[config.mk]
export PLATFORM = sky130hd
export DESIGN_NAME = arbitro_vc_sched
export DESIGN_NICKNAME = d
export VERILOG_FILES = /design/src/rtl/arbitro_vc_sched.sv
export SDC_FILE = /design/constraint.sdc
export NUM_CORES = 1
export LEC_CHECK = 0
export CORE_UTILIZATION = 50
export CTS_CLUSTER_SIZE = 24
export DETAILED_ROUTE_END_ITERATION = 12
export DONT_BUFFER_PORTS = 1
export GPL_ROUTABILITY_DRIVEN = 0
export PLACE_DENSITY = 0.69
export SLEW_MARGIN = 10
export SYNTH_ARGS = -nofsm -noshare
export SYNTH_HDL_FRONTEND = slang
export SYNTH_SLANG_ARGS = --single-unit
[constraint.sdc]
create_clock -name clk -period 2 [get_ports clk]
set_clock_uncertainty 0.2 [all_clocks]
set_input_delay 0.4 -clock clk [delete_from_list [all_inputs] [get_ports clk]]
set_output_delay 0.4 -clock clk [all_outputs]
set_load 0.02 [all_outputs]
[src/rtl/arbitro_vc_sched.sv]
// Two-VC read scheduler for the PCIe transmit path: pops VC0/VC1, covers the
// one-cycle FIFO read latency and forwards each word to D0/D1 by its MSB.
//
// state  | meaning
// -------+-----------------------------------------------------------
// IDLE   | both VC FIFOs empty, nothing to pop
// ACTIVE | at least one VC non-empty and both destinations have room
// STALL  | a destination is almost full; in-flight words still drain
module arbitro_vc_sched #(
    parameter int DATA_W     = 6,
    parameter int STARVE_MAX = 4
) (
    input  logic              clk,
    input  logic              reset,
    input  logic              VC0_empty,
    input  logic              VC1_empty,
    input  logic [DATA_W-1:0] VC0_data,
    input  logic [DATA_W-1:0] VC1_data,
    input  logic              D0_almost_full,
    input  logic              D1_almost_full,
    output logic              pop_VC0,
    output logic              pop_VC1,
    output logic              push_D0,
    output logic              push_D1,
    output logic [DATA_W-1:0] data_out,
    output logic              grant_vc,
    output logic              idle
);

    typedef enum logic [1:0] {
        ST_IDLE   = 2'd0,
        ST_ACTIVE = 2'd1,
        ST_STALL  = 2'd2
    } state_t;

    localparam logic [2:0] STARVE_LIM = 3'(STARVE_MAX);

    state_t            state_q, state_d;
    logic              s1_valid_q, s1_valid_d;
    logic              s1_vc_q, s1_vc_d;
    logic [2:0]        starve_q, starve_d;
    logic [DATA_W-1:0] data_out_q, data_out_d;
    logic              push_d0_q, push_d0_d;
    logic              push_d1_q, push_d1_d;
    logic              grant_q, grant_d;

    logic              any_af;
    logic              force_vc1;
    logic              pop0;
    logic              pop1;
    logic [DATA_W-1:0] rd_word;

    always_comb begin
        state_d    = state_q;
        pop0       = 1'b0;
        pop1       = 1'b0;
        starve_d   = starve_q;
        s1_valid_d = 1'b0;
        s1_vc_d    = s1_vc_q;
        data_out_d = data_out_q;
        push_d0_d  = 1'b0;
        push_d1_d  = 1'b0;
        grant_d    = grant_q;
        rd_word    = VC0_data;

        any_af    = D0_almost_full | D1_almost_full;
        force_vc1 = (starve_q == STARVE_LIM) && !VC1_empty;

        if (any_af) begin
            state_d = ST_STALL;
        end else if (VC0_empty && VC1_empty) begin
            state_d = ST_IDLE;
        end else begin
            state_d = ST_ACTIVE;
        end

        // The state is evaluated this cycle so a rising almost_full blocks
        // the pop in the same cycle; the destination is unknown until the
        // word returns, so either flag gates both VCs.
        if (!reset && state_d == ST_ACTIVE) begin
            if (!VC0_empty && !force_vc1) begin
                pop0 = 1'b1;
            end else begin
                pop1 = 1'b1;
            end
        end

        if (VC1_empty || pop1) begin
            starve_d = 3'd0;
        end else if (pop0 && starve_q != STARVE_LIM) begin
            starve_d = starve_q + 3'd1;
        end

        s1_valid_d = pop0 | pop1;
        if (pop0 | pop1) begin
            s1_vc_d = pop1;
        end

        // FIFO read data is valid one cycle after the pop.
        if (s1_valid_q) begin
            rd_word    = s1_vc_q ? VC1_data : VC0_data;
            data_out_d = rd_word;
            push_d1_d  = rd_word[DATA_W-1];
            push_d0_d  = !rd_word[DATA_W-1];
            grant_d    = s1_vc_q;
        end
    end

    always_ff @(posedge clk) begin
        if (reset) begin
            state_q    <= ST_IDLE;
            s1_valid_q <= 1'b0;
            s1_vc_q    <= 1'b0;
            starve_q   <= 3'd0;
            data_out_q <= '0;
            push_d0_q  <= 1'b0;
            push_d1_q  <= 1'b0;
            grant_q    <= 1'b0;
        end else begin
            state_q    <= state_d;
            s1_valid_q <= s1_valid_d;
            s1_vc_q    <= s1_vc_d;
            starve_q   <= starve_d;
            data_out_q <= data_out_d;
            push_d0_q  <= push_d0_d;
            push_d1_q  <= push_d1_d;
            grant_q    <= grant_d;
        end
    end

    assign pop_VC0  = pop0;
    assign pop_VC1  = pop1;
    assign push_D0  = push_d0_q;
    assign push_D1  = push_d1_q;
    assign data_out = data_out_q;
    assign grant_vc = grant_q;
    // The push flops double as the second pipeline valid bit.
    assign idle     = (state_q == ST_IDLE) && !s1_valid_q && !push_d0_q && !push_d1_q;

endmodule

* Word level (Yosys, flattened, before mapping)
Index checks and enable logic that the tools add are counted.
** Word-level totals
- Memory bits (writable) :: 0
- Flip-flop bits (word level) :: 16
- Latch bits :: 0
- ROM bits :: 0
- Memories :: 0
- Bits of input ports :: 18
** Operators by class
- Bitwise gates (word level) :: 3
- Eq/ne operators :: 3
- Divide/modulo/power cells :: 0
- Shifts and indexed selects :: 0
- Magnitude comparators :: 0
- Add/subtract/negate cells :: 1
- Multipliers :: 0
- Reduce and logical (&&, ||, !) cells :: 20
- Mux-type cells :: 7
** Operator list (number)
- logical AND 1 bit :: 8
- zero test 1 bit :: 8
- two-way mux 6 bit :: 1
- two-way mux 1 bit :: 5
- OR reduction 2 bit :: 2
- adder 3 x 1 -> 3 bit (second input constant) :: 1
- equality test 3 bit (second input constant) :: 1
- inequality test 3 bit (second input constant) :: 1
- equality test 2 x 1 -> 1 bit (second input constant) :: 1
- zero test 2 bit :: 1
- two-way mux 2 bit :: 1
- bitwise OR 1 bit :: 2
- logical OR 1 bit :: 1
- NOT 1 bit :: 1

* Logic depth before layout (Yosys ltp)
- Depth in word-level cells :: 8
- Gate-level depth with buffers :: 5

* Least setup slack after synthesis
No wires, ideal clock.
- Path type :: input -> output
- From :: input port reset
- To :: output port pop_VC1
- Path slack :: -0.004 ns
- Stages on the path :: 3
- Arrival time :: 1.404 ns
- Cells stage by stage :: buf_6 a2111oi_0 o21a_1
** On the way
- Longest elaborated chain between the ends :: 3
** Ends and longest elaborated chain
- from (decl) :: RTL line 14 : input logic reset,
- zero test 1 bit :: RTL line 80 : if (!reset && state_d == ST_ACTIVE) begin
- logical AND 1 bit :: RTL line 80
- two-way mux 1 bit :: RTL line 80
- to (decl) :: RTL line 22 : output logic pop_VC1,
Every way passes these cells.

* Worst setup path after layout
- From :: input port VC0_empty
- To :: output port pop_VC1
** On the way
- Longest elaborated chain between the ends :: 6
** Ends and longest elaborated chain
- from (decl) :: RTL line 15 : input logic VC0_empty,
- logical AND 1 bit :: RTL line 71 : end else if (VC0_empty && VC1_empty) begin
- two-way mux 1 bit :: RTL line 71
- two-way mux 2 bit :: RTL line 69 : if (any_af) begin
- equality test 2 x 1 -> 1 bit :: RTL line 80
- logical AND 1 bit :: RTL line 80
- two-way mux 1 bit * :: RTL line 80
Mark *: on every way between the ends. The rest lies on a longest branch, timed or not.

==> flow_summary_export.csv <==
group,metric,value,unit
yosys,post-synth-top-count-cell,"dfxtp_1",
route,drt-pass1-iter-count,4,
placement,port_buffers,0,
grt,grt_pass1_vias,453,
grt,grt_first_pass_wirelength,1.97,mm
sta,tightest_slew,0.624,ns
pwr,peakVddDrop,0.000422,V
yosys,synthTopCellsByArea,"dfxtp_1 46%, mux2i_1 8.5%, a211oi_1 5.3%",
yosys,async_flop_share,0,
setup_path,cpMaxStageDelayCell,"a2111oi_1",
grt,grt_use_total,0.192,
sta,finalMaxSlewViolations,0,
yosys,synthesis.nets,91,
route,vias,562,
final_layout,syn2layout_area_growth,18.0,%
setup_path,critPathLaunchType,"input port",
sta,hold_violations,0,
setup_path,crit_chain,"a2111oi_1 > o21a_1",
setup_path,crit_buf_inv,0,
yosys,synth.distinct_cells,23,
final_layout,fill_cells,122,
placement,dp_slack,0.0448,ns
route,wl_per_cell,15.1,um
grt,grt_max_degree,16,
clock_tree,clockBufferDepth,2,
yosys,synth_top_area_frac,0.456,
clock_tree,path_clk_slew,0.09,ns
floorplan,start_util,0.540,
floorplan,die_w,39.5,um
yosys,synth.largest_area_cell,"dfxtp_1",
floorplan,dieArea,1560,sq um
pwr,power_frac_comb,0.091,
yosys,synth_flop_cell,"dfxtp_1",
pwr,powerDensity,736,nW/um^2
route,routed_wl,1.42,mm
sta,slew_headroom,0.583,
yosys,netlist_area,703,sq um
floorplan,num_rows,13,
pwr,intPower,0.469,mW
setup_path,cpPeakStageDelay,0.61,ns
yosys,synth-edff-count,0,
sta,period_needed,1.95,ns
outcome,outcome,"finished clean",
clock_tree,post_cts_buffers,0,
yosys,synth_common_cells,"16 x dfxtp_1, 10 x nor2_1, 6 x mux2i_1",
pwr,p_switching,0.142,mW
clock_tree,cts_buffers,3,
sta,final-setup-viol-count,0,
grt,overflow,0,
grt,antenna_found_initial,0,
route,vias_per_cell,5.98,
floorplan,io-pin-count,30,
setup_path,cp-end-kind,"primary output",
route,drcViolationCount,0,
pwr,power_frac_seq,0.564,
route,ant_nets,0,
final_layout,antenna_cells,0,
clock_tree,cts_tree,"yes",
route,drt_iter0_drc,3,
yosys,syn_inst,71,
pwr,switching_share,0.233,
floorplan,coreArea,1300,sq um
sta,finalCritPeriodShare,0.975,
setup_path,critical_path.top_delay_family,"compound AO/OA/AOI/OAI gates",
worst_hold_path,min_path_type,"input port to flop",
clock_tree,worst_skew_pair.late_latency,0.28,ns
final_layout,layout-drive-gt1-share,0.241,
pwr,p_leak,0.293,nW
clock_tree,htreeDepth,1,
sta,worst_slack,0.0508,ns
pwr,pwr-share-clk,0.345,
clock_tree,cts.sinks,16,
floorplan,die_y,39.5,um
sta,rsz0062_at_grt,"yes",
yosys,ys_seq_elements,16,
sta,fmax,0.513,GHz
placement,place_hpwl,970,um
yosys,yosys_warnings,0,
setup_path,critPathKind,"input port to primary output",
yosys,synth_area_per_cell,9.90,sq um
clock_tree,root_buffer,"clkbuf_4",
final_layout,nets,100,
setup_path,arrival,1.35,ns
job,drv_cap,0,
setup_path,crit_required,1.40,ns
yosys,ys_seq_area_frac,0.456,
sta,tns,0,ns
setup_path,cp_max_fo,7,
## cells in the final DEF, fill, tap and decap left out, drive strengths merged
cell | netlist | final
o21a | 1 | 1
or3 | 1 | 1
dfxtp | 16 | 16
nor2 | 10 | 10
a21o | 1 | 1
mux2 | 1 | 1
or4 | 2 | 2
a2111oi | 5 | 5
a211oi | 5 | 5
nand3 | 2 | 2
ha | 2 | 2
inv | 3 | 3
or2 | 1 | 1
clkbuf | 3 | 4
a21oi | 1 | 1
nor3 | 3 | 3
mux2i | 6 | 6
nor3b | 2 | 2
and3b | 2 | 2
buf | 1 | 4
o21ai | 2 | 2
dlygate4sd3 | 0 | 4
o31ai | 1 | 1
## registers in the layout, indices dropped and copies added (netlist names)
name	flops
grant_vc	1
data_out	6
s1_valid_q	1
starve_q	3
push_D0	1
push_D1	1
state_q	2
s1_vc_q	1
## through the flow
| stage | instances | hold slack (ns) | cell area (sq um) | power, mW | util |
|---|---|---|---|---|---|
| 2_1_floorplan | 71 | 0.280 | 709 | 0.389 | - |
| 3_3_place_gp | 86 | 0.275 | 736 | 0.391 | 0.565 |
| 3_5_place_dp | 86 | 0.277 | 736 | 0.392 | 0.565 |
| 4_1_cts | 94 | 0.0202 | 820 | 0.615 | 0.630 |
| 5_1_grt | 94 | 0.0186 | 830 | 0.637 | 0.638 |
| 6_report | 94 | 0.0326 | 830 | 0.611 | 0.638 |
## worst paths after layout
check                            startpoint     endpoint  slack [ns]  cells after the start
worst max-delay path              VC0_empty      pop_VC1        0.05                      2
worst min-delay path              VC1_empty   state_q[0]        0.03                      1
worst max register to register  starve_q[0]  starve_q[1]        0.21                      6
worst min register to register  starve_q[0]  starve_q[0]        0.33                      2
## cells by family after synthesis
family	Yosys count	synth area share
AND/OR/NAND/NOR	23	0.181
AO/OA/AOI/OAI	16	0.178
flip-flops	16	0.456
buffers and inverters	7	0.0480
multiplexers	7	0.101
adder cells (fa/ha/maj)	2	0.0356
## power groups by stage
stage          Sequential, mW  Clock [mW]  Combinational [mW]
4_1_cts                 0.344       0.216              0.0540
5_1_grt                 0.347       0.230              0.0605
6_report                0.344       0.211              0.0558
3_3_place_gp            0.351           0              0.0401
3_5_place_dp            0.351           0              0.0409
2_1_floorplan           0.348           0              0.0415
## layer usage
layer / vias up / GRT usage / part of all wire
li1: 281 / - / -
met1: 258 / 0.247 / 0.48
met2: 21 / 0.299 / 0.46
met3: 2 / 0.0341 / 0.061
met4: 0 / 0.103 / 0.0042
met5: - / 0 / 0
## timing repair
action                                  in CTS  in global routing
resized for setup                            2                  5
hold buffers                                 4                  0
endpoints found under the setup margin       1                  3
pin swaps                                    0                  1
cloned                                       0                  0
hold endpoints to repair                    13                  0
## cell type report
type | instances | area, sq um | share of cell area
Multi-Input combinational cell | 48 | 370 | 0.446
Sequential cell | 16 | 323 | 0.389
Timing Repair Buffer | 8 | 70.1 | 0.0845
Clock buffer | 4 | 36.3 | 0.0437
Tap cell | 15 | 18.8 | 0.0226
Inverter | 3 | 11.3 | 0.0136
No activity file was read; power rests on OpenSTA's default activity.
